$ cat src/rtl/conv_pe_sequencer.sv
// Walks one binary-activation PE through every tap of a kernel window and
// hands the finished partial sum downstream over a valid/ready handshake.
module conv_pe_sequencer #(
    parameter int DATA_WIDTH      = 8,
    parameter int PSUM_DATA_WIDTH = 12,
    parameter int BIAS_DATA_WIDTH = 32,
    parameter int KERNEL_TAPS     = 9,
    parameter int ADDR_WIDTH      = 4
) (
    input  logic                              clk,
    input  logic                              reset,
    input  logic                              start,
    input  logic signed [BIAS_DATA_WIDTH-1:0] bias_in,
    output logic                              busy,
    output logic                              tap_rd_en,
    output logic        [ADDR_WIDTH-1:0]      tap_addr,
    input  logic signed [DATA_WIDTH-1:0]      weight_rd,
    input  logic                              infmap_rd,
    output logic signed [PSUM_DATA_WIDTH-1:0] pe_inpsum,
    output logic signed [DATA_WIDTH-1:0]      pe_weight,
    output logic signed [BIAS_DATA_WIDTH-1:0] pe_bias,
    output logic                              pe_infmap_value,
    input  logic signed [PSUM_DATA_WIDTH-1:0] pe_outpsum,
    output logic signed [PSUM_DATA_WIDTH-1:0] result,
    output logic                              result_valid,
    input  logic                              result_ready
);

    localparam logic [1:0] IDLE = 2'd0;
    localparam logic [1:0] RUN  = 2'd1;
    localparam logic [1:0] DONE = 2'd2;

    localparam logic [ADDR_WIDTH-1:0] LAST_ADDR = ADDR_WIDTH'(KERNEL_TAPS - 1);

    logic [1:0]                        state_reg, state_next;
    logic signed [PSUM_DATA_WIDTH-1:0] acc_reg, acc_next;
    logic signed [PSUM_DATA_WIDTH-1:0] result_reg, result_next;
    logic signed [BIAS_DATA_WIDTH-1:0] bias_reg, bias_next;
    logic [ADDR_WIDTH-1:0]             addr_reg, addr_next;
    logic                              rd_en_reg, rd_en_next;
    logic                              rd_valid_reg, rd_valid_next;
    logic                              first_reg, first_next;

    always_comb begin
        state_next    = state_reg;
        acc_next      = acc_reg;
        result_next   = result_reg;
        bias_next     = bias_reg;
        addr_next     = addr_reg;
        rd_en_next    = rd_en_reg;
        rd_valid_next = rd_en_reg;
        first_next    = first_reg;
        case (state_reg)
            IDLE: begin
                if (start) begin
                    bias_next  = bias_in;
                    acc_next   = '0;
                    addr_next  = '0;
                    rd_en_next = 1'b1;
                    first_next = 1'b1;
                    state_next = RUN;
                end
            end
            RUN: begin
                if (rd_en_reg) begin
                    if (addr_reg == LAST_ADDR) begin
                        rd_en_next = 1'b0;
                        addr_next  = '0;
                    end else begin
                        addr_next = addr_reg + 1'b1;
                    end
                end
                // Reads issue back to back, so a return with no read still
                // outstanding behind it is the last tap of the window.
                if (rd_valid_reg) begin
                    acc_next   = pe_outpsum;
                    first_next = 1'b0;
                    if (!rd_en_reg) begin
                        result_next = pe_outpsum;
                        state_next  = DONE;
                    end
                end
            end
            DONE: begin
                if (result_ready) begin
                    state_next = IDLE;
                end
            end
            default: state_next = IDLE;
        endcase
    end

    always_ff @(posedge clk) begin
        if (reset) begin
            state_reg    <= IDLE;
            acc_reg      <= '0;
            result_reg   <= '0;
            bias_reg     <= '0;
            addr_reg     <= '0;
            rd_en_reg    <= 1'b0;
            rd_valid_reg <= 1'b0;
            first_reg    <= 1'b0;
        end else begin
            state_reg    <= state_next;
            acc_reg      <= acc_next;
            result_reg   <= result_next;
            bias_reg     <= bias_next;
            addr_reg     <= addr_next;
            rd_en_reg    <= rd_en_next;
            rd_valid_reg <= rd_valid_next;
            first_reg    <= first_next;
        end
    end

    assign busy            = (state_reg != IDLE);
    assign tap_rd_en       = rd_en_reg;
    assign tap_addr        = addr_reg;
    assign pe_inpsum       = acc_reg;
    assign pe_weight       = rd_valid_reg ? weight_rd : '0;
    assign pe_infmap_value = rd_valid_reg & infmap_rd;
    assign pe_bias         = (rd_valid_reg && first_reg) ? bias_reg : '0;
    assign result          = result_reg;
    assign result_valid    = (state_reg == DONE);

endmodule

$ cat config.mk
export PLATFORM = sky130hd
export DESIGN_NAME = conv_pe_sequencer
export DESIGN_NICKNAME = d
export VERILOG_FILES = /design/src/rtl/conv_pe_sequencer.sv
export SDC_FILE = /design/constraint.sdc
export NUM_CORES = 1
export LEC_CHECK = 0
export ABC_AREA = 1
export CORE_MARGIN = 3
export CORE_UTILIZATION = 37
export CTS_CLUSTER_SIZE = 10
export DETAILED_ROUTE_END_ITERATION = 7
export PLACE_DENSITY_LB_ADDON = 0.08
export SYNTH_ARGS = -nofsm -noshare
export SYNTH_HDL_FRONTEND = slang
export SYNTH_SLANG_ARGS = --single-unit
export TNS_END_PERCENT = 100
$ cat constraint.sdc
create_clock -name clk -period 1.2 [get_ports clk]
set_clock_uncertainty 0.15 [all_clocks]
set_input_delay 0.12 -clock clk [delete_from_list [all_inputs] [get_ports clk]]
set_output_delay 0.12 -clock clk [all_outputs]
set_load 0.02 [all_outputs]
==> run_results.csv <==
group,metric,value,unit
sta,holdWs,0.256,ns
sta,hold_violations,0,
layout,fill_cells,438,
global_routing,grt_pass1_wl,16600,um
cts,hold_buffers,0,
layout,final_cell_area,0.00592,sq mm
status,violations,"negative setup slack",
layout,postLayoutCoreUtil,81.2,%
layout,area_growth,113,%
critical_path,arrival,1.24,ns
sta,tns,-23.72,ns
min_path,min_path_type,"primary input to flop",
sta,fmax,661,MHz
layout,antenna_cells,0,
floorplanning,dieArea,0.00860,sq mm
global_routing,grt_max_degree,29,
synthesis,synth_area,0.00279,sq mm
synthesis,yosysWarnings,0,
routing,wirelength,11400,um
cts,cts-root-buf,"clkbuf_8",
synthesis,synth_seq_cells,65,
sta,relSlewSlack,80.9,%
layout,finalNetCount,617,
layout,largest_reg_flops,32,
critical_path,crit_slowest_cell,"dfxtp_4",
sta,rsz0062_at_grt,"yes",
routing,dr.pass1.iters,4,
synthesis,synth_nets,429,
floorplanning,fp-row-count,31,
synthesis,ys_types,26,
synthesis,synth_top_area_cell,"dfxtp_1",
layout,stdcell_count,662,
sta,fin_ws,-0.314,ns
sta,fin_crit_sh,126,%
critical_path,path_buf_inv,2,
sta,slew_viol_final,0,
place,io_buffers,128,
global_routing,grt_antenna_before_repair,0,
critical_path,cp_cell_sequence,"nand2_8, clkbuf_16, nor2_4, buf_6",
routing,drt-wirelength-per-cell,17.3,um
place,placed_cells,614,
routing,drcViolationCount,0,
place,placed_area,0.00468,sq mm
critical_path,crit_path_end_kind,"primary output",
cts,cts_tree,"done",
routing,highest_layer,"met4",
sta,period_needed,1.51,ns
synthesis,synth_edf_count,0,
cts,clk_latency,0.33,ns
global_routing,grt_overflow,0,
sta,setup_viol,107,
floorplanning,fp.dieW,92.8,um
layout,multi_input_area,0.00196,sq mm
routing,dr_wl_met3,630,um
cts,htreeDepth,3,
synthesis,synthFlopType,"dfxtp_1",
routing,postRouteAntennaNets,0,
routing,vias_per_cell,4.93,
cts,path_clk_slew,0.08,ns
sta,tightest_slew,0.286,ns
job,drv_cap,0,
power,pwr_density_cell,1370,mW/mm^2
floorplanning,io_pins,129,
critical_path,critPathMaxStageDelay,0.39,ns
synthesis,async_flop_share,0,%
cts,cts_sinks,65,
layout,regArea,0.00133,sq mm
cts,clk_path_buf_depth,2,
synthesis,yosys-top-cells-area,"dfxtp_1, nor2_1, a21oi_1, o21ai_0, inv_1",
synthesis,synthCells,370,
power,fin_total_pwr,8.11,mW
critical_path,path_max_fanout,5,
power,ir_drop,911,uV
critical_path,start_kind,"flop",
floorplanning,start_util,38.2,%
critical_path,critPathTopFamily,"flip-flops",
cts,numCtsBuffers,9,
routing,dr_total_vias,3264,
place,dpl_worst_slack,-0.426,ns
routing,m1WireLength,4480,um
status,status,"finished, violations left",
routing,wl_met2,5980,um
routing,drt_iter0_markers,130,
critical_path,critPathKind,"flop to primary output",
power,leakage,2.42,nW
place,dp_hpwl,5530,um
layout,final_layout_size_suffix_gt1_share,58.3,%
floorplanning,coreArea,0.00729,sq mm
global_routing,grt.total_usage,24.4,%
global_routing,grt_pass1_vias,3268,
synthesis,ys_seq_area_share,46.7,%
place,routabilityCongestion,0.818,
synthesis,yosysTopAreaCellShare,46.7,%
critical_path,worstPathRequired,0.93,ns
floorplanning,die_h,92.8,um
synthesis,syn_area_per_cell,7.53,sq um
## worst register-to-register path: cells and delay by family, from the launching register on
family / cells / cell delay [ns]
simple gates: 2 / 0.34
buf+inv: 2 / 0.31
flops: 1 / 0.36
compound gates: 2 / 0.22
## placed cells by master (no fill, tap or decap), drive strengths merged, types with 2 or more instances in the layout
| cell | synthesis | layout |
|---|---|---|
| o21ai | 52 | 52 |
| inv | 54 | 55 |
| a21oi | 51 | 51 |
| clkdlybuf4s50 | 0 | 56 |
| buf | 15 | 139 |
| dfxtp | 65 | 65 |
| clkinv | 0 | 4 |
| nor2 | 72 | 72 |
| clkbuf | 7 | 13 |
| nand2 | 36 | 36 |
| nand3 | 13 | 15 |
| ha | 2 | 2 |
## where the power goes
group / internal (mW) / switching [mW] / total [mW] / leakage (nW)
sequential: 2.46 / 0.161 / 2.63 / 0.538
combinational: 1.75 / 1.98 / 3.73 / 1.79
clock: 0.876 / 0.881 / 1.76 / 0.0958
total: 5.09 / 3.02 / 8.11 / 2.42
## worst paths after layout
path | slack [ns] | cells past startpoint | start | endpoint
hold reg to reg | 0.32 | 2 | pe_inpsum[5] | pe_inpsum[5]
setup reg to reg | -0.30 | 6 | state_reg[0] | bias_reg[17]
setup / recovery | -0.31 | 4 | rd_valid_reg | pe_bias[1]
hold / removal | 0.26 | 3 | bias_in[26] | bias_reg[26]
## cell families after synthesis
group	after synthesis	share of synthesized area, %
AND/OR/NAND/NOR	124	20.3
AO/OA/AOI/OAI	103	18.8
adder cells (fa/ha/maj)	2	0.898
flip-flops	65	46.7
buffers and inverters	76	13.3
## timing repair
item	in CTS	in global routing
cloned	14	1
endpoints found under the setup margin	136	107
resized for setup	526	75
setup buffers	18	5
pin swaps	28	51
## layout make-up
class | count | share of cell area, %
Timing Repair inverter | 1 | 0.148
Tap cell | 99 | 2.09
Inverter | 54 | 3.89
Multi-Input combinational cell | 231 | 33.1
Clock inverter | 4 | 0.422
Clock buffer | 12 | 2.64
Timing Repair Buffer | 196 | 35.4
Sequential cell | 65 | 22.4
## layer usage
layer / track usage (%) / up-vias
li1: - / 1558
met1: 28.4 / 1546
met2: 42.8 / 125
met3: 5.12 / 35
met4: 11.0 / 0
met5: 0 / -
## cell usage after synthesis, types with 2 or more instances
master / number
nor2_1: 71
inv_1: 50
o21ai_0: 38
nand3_1: 6
a21oi_2: 2
o21ai_1: 14
dfxtp_1: 65
buf_2: 7
clkbuf_1: 6
buf_6: 6
a21oi_1: 49
nand3_2: 6
nand2_4: 3
nand2_1: 30
inv_2: 3
nand2_2: 3
ha_1: 2
Power figures use the tool's default switching activity.
